File: src/rtl/alu_result_led_viewer_if.sv
// Board-side bundle for alu_result_led_viewer: capture strobe, clear, view switches
// and the registered LED/status outputs.
interface alu_result_led_viewer_if #(
  parameter int DATA_W = 32,
  parameter int DEPTH  = 64,
  parameter int LED_W  = 7,
  parameter int SEL_W  = 5
);
  // alu_valid_in is a strobe with no backpressure: every cycle it is high, alu_result_in
  // is accepted (there is no ready); clear_in wins over a same-cycle alu_valid_in.
  logic [SEL_W+1:0]        switches;
  logic [DATA_W-1:0]       alu_result_in;
  logic                    alu_valid_in;
  logic                    clear_in;
  logic [LED_W-1:0]        leds;
  logic [$clog2(DEPTH):0]  count_out;
  logic                    overflow_out;

  modport master (
    output switches, alu_result_in, alu_valid_in, clear_in,
    input  leds, count_out, overflow_out
  );

  modport slave (
    input  switches, alu_result_in, alu_valid_in, clear_in,
    output leds, count_out, overflow_out
  );
endinterface

File: src/rtl/alu_result_led_viewer.sv
// Circular capture buffer of ALU results with a switch-selected, registered LED view.
// Define LED_AUTOSCROLL_EN to make mode 11 an auto-scrolling view of the buffer.
module alu_result_led_viewer #(
  parameter int DATA_W     = 32,
  parameter int DEPTH      = 64,
  parameter int LED_W      = 7,
  parameter int SEL_W      = 5,
  parameter int SCROLL_DIV = 50000000
) (
  input  logic                    clk,
  input  logic                    rst,
  alu_result_led_viewer_if.slave  bus
);
  localparam int AW = $clog2(DEPTH);
  localparam int CW = AW + 1;
  localparam logic [CW-1:0] FULL = CW'(DEPTH);

  localparam logic [1:0] MODE_INDEX  = 2'b00;
  localparam logic [1:0] MODE_SLICE  = 2'b01;
  localparam logic [1:0] MODE_STATUS = 2'b10;

  logic [DATA_W-1:0] r_mem [DEPTH];
  logic [AW-1:0]     r_wr_ptr;
  logic [CW-1:0]     r_count;
  logic              r_overflow;
  logic [LED_W-1:0]  r_leds;

  logic [1:0]        w_mode;
  logic [SEL_W-1:0]  w_sel;
  logic              w_capture;
  logic              w_idx_hit;
  logic [AW-1:0]     w_idx_addr;
  logic [DATA_W-1:0] w_latest;
  logic [LED_W-1:0]  w_idx_leds;
  logic [LED_W-1:0]  w_slice_leds;
  logic [LED_W-1:0]  w_status_leds;
  logic [LED_W-1:0]  w_next_leds;

  // Logical index 0 is the oldest retained entry; wrap arithmetic is DEPTH-wide.
  function automatic logic [AW-1:0] phys_addr(input logic [AW-1:0] wp,
                                               input logic [CW-1:0] cnt,
                                               input logic [AW-1:0] idx);
    return wp - AW'(cnt) + idx;
  endfunction

  assign w_mode    = bus.switches[SEL_W+1:SEL_W];
  assign w_sel     = bus.switches[SEL_W-1:0];
  assign w_capture = rst && !bus.clear_in && bus.alu_valid_in;

  assign w_idx_hit    = 32'(w_sel) < 32'(r_count);
  assign w_idx_addr   = phys_addr(r_wr_ptr, r_count, AW'(w_sel));
  assign w_idx_leds   = w_idx_hit ? LED_W'(r_mem[w_idx_addr]) : '0;
  assign w_latest     = r_mem[r_wr_ptr - AW'(1)];
  assign w_slice_leds = (r_count == '0) ? '0
                      : LED_W'(w_latest >> (32'(w_sel) * LED_W));
  assign w_status_leds = {r_overflow, (LED_W-1)'(r_count)};

`ifdef LED_AUTOSCROLL_EN
  localparam int PW = (SCROLL_DIV > 1) ? $clog2(SCROLL_DIV) : 1;
  localparam logic [PW-1:0] PRESCALE_LAST = PW'(SCROLL_DIV - 1);

  logic [PW-1:0]     r_prescale;
  logic [AW-1:0]     r_scroll_idx;
  logic [1:0]        r_mode_q;
  logic              w_scroll_entry;
  logic [AW-1:0]     w_scroll_idx;
  logic [LED_W-1:0]  w_scroll_leds;

  // On the first mode-11 cycle the stale index is not shown; index 0 is used directly.
  assign w_scroll_entry = (r_mode_q != 2'b11);
  assign w_scroll_idx   = w_scroll_entry ? '0 : r_scroll_idx;
  assign w_scroll_leds  = (32'(w_scroll_idx) < 32'(r_count))
                        ? LED_W'(r_mem[phys_addr(r_wr_ptr, r_count, w_scroll_idx)]) : '0;

  always_ff @(posedge clk) begin
    r_mode_q <= !rst ? 2'b00 : w_mode;
    if (!rst || bus.clear_in || w_mode != 2'b11 || w_scroll_entry) begin
      r_prescale   <= '0;
      r_scroll_idx <= '0;
    end else if (32'(r_scroll_idx) >= 32'(r_count)) begin
      r_scroll_idx <= '0;
    end else if (r_prescale == PRESCALE_LAST) begin
      r_prescale   <= '0;
      r_scroll_idx <= (32'(r_scroll_idx) + 1 >= 32'(r_count)) ? '0 : r_scroll_idx + AW'(1);
    end else begin
      r_prescale <= r_prescale + PW'(1);
    end
  end
`endif

  always_comb begin
    w_next_leds = '0;
    case (w_mode)
      MODE_INDEX:  w_next_leds = w_idx_leds;
      MODE_SLICE:  w_next_leds = w_slice_leds;
      MODE_STATUS: w_next_leds = w_status_leds;
`ifdef LED_AUTOSCROLL_EN
      default:     w_next_leds = w_scroll_leds;
`else
      default:     w_next_leds = w_idx_leds;
`endif
    endcase
  end

  // Storage is deliberately left out of reset and clear.
  always_ff @(posedge clk) begin
    if (w_capture) begin
      r_mem[r_wr_ptr] <= bus.alu_result_in;
    end
  end

  always_ff @(posedge clk) begin
    if (!rst || bus.clear_in) begin
      r_wr_ptr   <= '0;
      r_count    <= '0;
      r_overflow <= 1'b0;
      r_leds     <= '0;
    end else begin
      r_leds <= w_next_leds;
      if (bus.alu_valid_in) begin
        r_wr_ptr <= r_wr_ptr + AW'(1);
        if (r_count == FULL) begin
          r_overflow <= 1'b1;
        end else begin
          r_count <= r_count + CW'(1);
        end
      end
    end
  end

  assign bus.leds         = r_leds;
  assign bus.count_out    = r_count;
  assign bus.overflow_out = r_overflow;
endmodule

File: src/flat_wrapper.sv
// flat-port wrapper written by rule: the top's interface ports become plain ports
module alu_result_led_viewer_flat 
#(
  parameter int DATA_W     = 32,
  parameter int DEPTH      = 64,
  parameter int LED_W      = 7,
  parameter int SEL_W      = 5,
  parameter int SCROLL_DIV = 50000000
)
  (clk, rst, bus_switches, bus_alu_result_in, bus_alu_valid_in, bus_clear_in, bus_leds, bus_count_out, bus_overflow_out);
  alu_result_led_viewer_if #(.DATA_W(DATA_W), .DEPTH(DEPTH), .LED_W(LED_W), .SEL_W(SEL_W)) bus_i ();
  input  logic clk;
  input  logic rst;
  input wire logic [$bits(bus_i.switches)-1:0] bus_switches;
  input wire logic [$bits(bus_i.alu_result_in)-1:0] bus_alu_result_in;
  input wire logic [$bits(bus_i.alu_valid_in)-1:0] bus_alu_valid_in;
  input wire logic [$bits(bus_i.clear_in)-1:0] bus_clear_in;
  output wire logic [$bits(bus_i.leds)-1:0] bus_leds;
  output wire logic [$bits(bus_i.count_out)-1:0] bus_count_out;
  output wire logic [$bits(bus_i.overflow_out)-1:0] bus_overflow_out;
  assign bus_i.switches = bus_switches;
  assign bus_i.alu_result_in = bus_alu_result_in;
  assign bus_i.alu_valid_in = bus_alu_valid_in;
  assign bus_i.clear_in = bus_clear_in;
  assign bus_leds = bus_i.leds;
  assign bus_count_out = bus_i.count_out;
  assign bus_overflow_out = bus_i.overflow_out;
  alu_result_led_viewer #(.DATA_W(DATA_W), .DEPTH(DEPTH), .LED_W(LED_W), .SEL_W(SEL_W), .SCROLL_DIV(SCROLL_DIV)) u_core (.clk(clk), .rst(rst), .bus(bus_i));
endmodule
File: config.mk
export PLATFORM = sky130hd
export DESIGN_NAME = alu_result_led_viewer_flat
export DESIGN_NICKNAME = d
export VERILOG_FILES = /design/src/rtl/alu_result_led_viewer_if.sv /design/src/rtl/alu_result_led_viewer.sv /design/src/flat_wrapper.sv
export SDC_FILE = /design/constraint.sdc
export NUM_CORES = 2
export LEC_CHECK = 0
export BUFFER_PORTS_ARGS = -buffer_cell sky130_fd_sc_hd__buf_2
export CORE_UTILIZATION = 63
export CTS_BUF_LIST = sky130_fd_sc_hd__clkbuf_8 sky130_fd_sc_hd__clkbuf_16
export DETAILED_ROUTE_END_ITERATION = 8
export PLACE_DENSITY = 0.76
export RECOVER_POWER = 25
export SETUP_SLACK_MARGIN = 0.4
export SYNTH_ARGS = -nofsm -noshare
export SYNTH_HDL_FRONTEND = slang
export SYNTH_SLANG_ARGS = --single-unit
export TNS_END_PERCENT = 1
File: constraint.sdc
create_clock -name clk -period 5.9 [get_ports clk]
set_input_delay 0.885 -clock clk [delete_from_list [all_inputs] [get_ports clk]]
set_output_delay 0.885 -clock clk [all_outputs]
set_load 0.02 [all_outputs]
==> results by group <==
Run status
  – Status: complete, but fails checks
  – Violated checks: max-capacitance violations, max-slew violations

Logic synthesis
  – Synth Area in Compound Gates: 0.00797
  – Register area share after synthesis: 0.742
  – Simple-gate share of the synthesized area: 0.0197
  – Distinct cells, synth: 58
  – Post-synth EDFFs: ~2000
  – Syn Nets: ~3700
  – Ys async rst share: 0
  – Post-Syn Instances: approximately 3600
  – Post-synth top flop: edfxtp_1
  – Yosys warns: 0
  – Main combinational cell family by area after synthesis: multiplexers
  – Synthesized area per cell: between 20 and 25 um^2
  – Xor-xnor portion of the synthesized cell area: 0.00207
  – Synthesis-stage register bit count: a little over 2000
  – Mux contribution to synthesized area: 0.211
  – Post-synthesis adder-cell area fraction: 0.00360
  – Mapped cell area: 0.0835 mm^2

CTS
  – CTS tree: done
  – Total CTS buffers: 198
  – Post-CTS setup buffer count: 0
  – Clk root buf: clkbuf_16
  – Clock Tree Buf Depth: 3
  – Post-cts sizing count: 0
  – Clock slew at reported path FFs: 0.06 ns
  – Clock H-tree levels: 4
  – Sink Count: a little over 2000
  – Hold buffer count at cts: 0
  – Worst-Skew Late Latency: between 0.8 and 0.9 ns

Finish
  – Final net count: 3887
  – Area growth syn-to-layout: 11.5%
  – Post-layout util: 0.708
  – Share of layout cells above drive strength 1: 0.328

Timing
  – Crit path time final: roughly 4.9 ns
  – Max-slew violations: 1430
  – Max-slew headroom: -1.31
  – Final Hold Vio Count: 0
  – RSZ-0062 raised after global routing: false
  – Pin slew with the least headroom to its limit: about 3.5 ns
  – Setup violations, final: 0
  – Post-Route Skew: approximately 0.036 ns
  – F_max: 203 MHz
  – Crit share post-route: 0.836
  – Final worst slack: 0.967 ns
  – Setup TNS: 0 ns

Floorplanning
  – Row cnt: roughly 130
  – Floorplan core area: roughly 0.13 mm^2
  – Height of the die: between 300 and 400 um
  – Die area: about 0.13 mm^2
  – Chip Width: about 370 um
  – Initial core utilization: 0.635
  – Ports: 58

Power and ir drop
  – Int Power: ~0.024 W
  – PD cells: roughly 330 mW/mm^2
  – Switch Pwr: between 0.006 and 0.007 W
  – Switching Fraction: 0.223
  – Peak supply drop: ~270 uV
  – Clock share of power: 0.398
  – Power share of the combinational group: 0.077
  – Total design power: roughly 0.031 W
  – Leakage power: around 29 nW
  – Reg power frac: 0.525

GRT
  – Vias in the first global route: about 43000
  – Initial antenna violation count: 9
  – GRT overflow: 0
  – First-pass GRT wire length: 320 mm
  – Largest net degree at the start of global routing: roughly 100
  – Gr usage total: 0.344

Detailed routing
  – # DRC: 0
  – Post-route antenna net violation count: 0
  – Vias: 42792
  – Final wirelength: 227 mm
  – Starting DRT DRC Count: about 6700
  – Drt pass-1 iters: 7
  – Via density: 7.46
  – DR WL/cell: 39.5 um

Critical path
  – Crit-path cells: inv_1 > fa_1 > fa_4 > buf_4 > mux4_2 > mux4_2 > mux2i_1 > mux2i_1 > a22oi_1 > nand3_1
  – Type of the worst setup path: reg2reg
  – WP data required: between 6 and 7 ns
  – Setup crit end kind: flop
  – CP Data Arrival Time: between 5 and 6 ns
  – CP max FO: 21
  – CP startpoint kind: flop
  – Critical-path cell with the highest stage delay: fa_4
  – CP max stage delay: about 0.98 ns

Place
  – Place WS: around 1.0 ns
  – Input/output buffers: 57
  – Hpwl dp: ~130 mm
  – Gpl congestion: 0.977

Hold path
  – Worst Hold Class: in2reg

Run
  – Max-cap violations: 22
-- power groups by stage --
stage          Clock (W)  Combinational [W]  Sequential [W]
2_1_floorplan          0            0.00148          0.0165
3_5_place_dp           0            0.00233          0.0165
4_1_cts           0.0124            0.00235          0.0162
5_1_grt           0.0128            0.00245          0.0162
3_3_place_gp           0            0.00226          0.0165
6_report          0.0123            0.00237          0.0162
-- worst paths after layout --
| path | to | slack, ns | cells after the start | startpoint |
|---|---|---|---|---|
| worst max register to register | u_core.bus.leds[5] | 0.97 | 10 | u_core.r_wr_ptr[1] |
| worst min register to register | u_core.bus.count_out[6] | 0.59 | 2 | u_core.bus.count_out[6] |
| worst min-delay path | u_core.bus.count_out[1] | 0.52 | 3 | bus_alu_valid_in |
| worst max-delay path | u_core.bus.leds[5] | 0.97 | 10 | u_core.r_wr_ptr[1] |
-- registers in the layout, summed over array words and instances, names as in the netlist --
| name | count |
|---|---|
| u_core.r_wr_ptr | 6 |
| u_core.bus.overflow_out | 1 |
| u_core.bus.leds | 7 |
| u_core.bus.count_out | 7 |
| u_core.r_mem | 2048 |
-- cells in the mapped netlist, drive strengths merged, types with 4 or more instances --
library cell | n | area share
a21oi | 13 | 0.00078
o2111ai | 4 | 0.00042
or2 | 5 | 0.00037
edfxtp | 2048 | 0.74
a21o | 5 | 0.00045
nor2 | 86 | 0.0039
o311ai | 4 | 0.00042
and3 | 5 | 0.00037
inv | 28 | 0.0013
a31oi | 13 | 0.00097
a22oi | 8 | 0.00072
nand2 | 164 | 0.0075
buf | 128 | 0.0091
mux4 | 748 | 0.20
nand4 | 23 | 0.0017
and2 | 5 | 0.00037
dfxtp | 21 | 0.0050
a32oi | 11 | 0.0012
o21ai | 10 | 0.00060
nand3 | 46 | 0.0028
nor2b | 5 | 0.00037
mux2i | 47 | 0.0056
clkbuf | 86 | 0.0039
o22ai | 6 | 0.00045
o211ai | 6 | 0.00054
mux2 | 24 | 0.0032
xnor2 | 16 | 0.0019
ha | 16 | 0.0024
fa | 5 | 0.0012
or3 | 14 | 0.0010
-- cells in the final DEF, fill, tap and decap left out, types with 21 or more instances in the layout --
cell       synthesis  final
buf_2             67     37
buf_4             26    126
clkbuf_1          86     23
clkbuf_16          0    199
clkinv_1           0     44
clkinv_2           0     32
edfxtp_1        2048   2048
inv_1             28     77
mux2_2            24     24
mux2i_1           47     47
mux4_2           748    748
nand2_1          163    163
nand3_1           46     46
nand4_1           23     23
nor2_1            86     21
nor2_4             0     64
-- layout make-up --
class / count / area (um^2)
multi-input cells: 1320 / 21000
well taps: 1755 / 2200
diodes: 2 / 5.00
fillers: 7333 / 38400
inverters: 28 / 105
clock buffers: 199 / 4980
clock inverters: 159 / 1280
flip-flops and latches: 2069 / 61900
repair buffers: 206 / 1620
-- routing by layer --
layer  global-route usage  routed length (um)  up-vias
li1                     -                   -    15991
met1                0.468               78000    22470
met3               0.0984               29600      662
met5                    0                  83        -
met4                0.162               12200       12
met2                0.524              107000     3657
-- worst max-delay path: cells and delay by family (launching register included) --
family / cells / cell delay, ns
compound gates: 1 / 0.26
fa+ha+maj: 2 / 1.54
buf+inv: 2 / 0.69
flops: 1 / 0.65
mux: 4 / 1.54
simple gates: 1 / 0.12
-- logic make-up after synthesis --
family / Yosys count
AOI/OAI and AO/OA: 93
and+or+nand+nor: 369
buffers and inverters: 242
xor gates and xnor gates: 18
DFF: 2069
muxes: 819
adders and majority gates: 21
-- stage by stage --
step                hold WS [ns]  cells  instance area, um^2
detailed placement         0.567   5378                86800
global route               0.492   5737                93100
floorplan                  0.605   3631                83500
global placement           0.545   5378                86800
CTS                        0.441   5736                93100
finish                     0.517   5738                93100
Power figures use the tool's default switching activity.
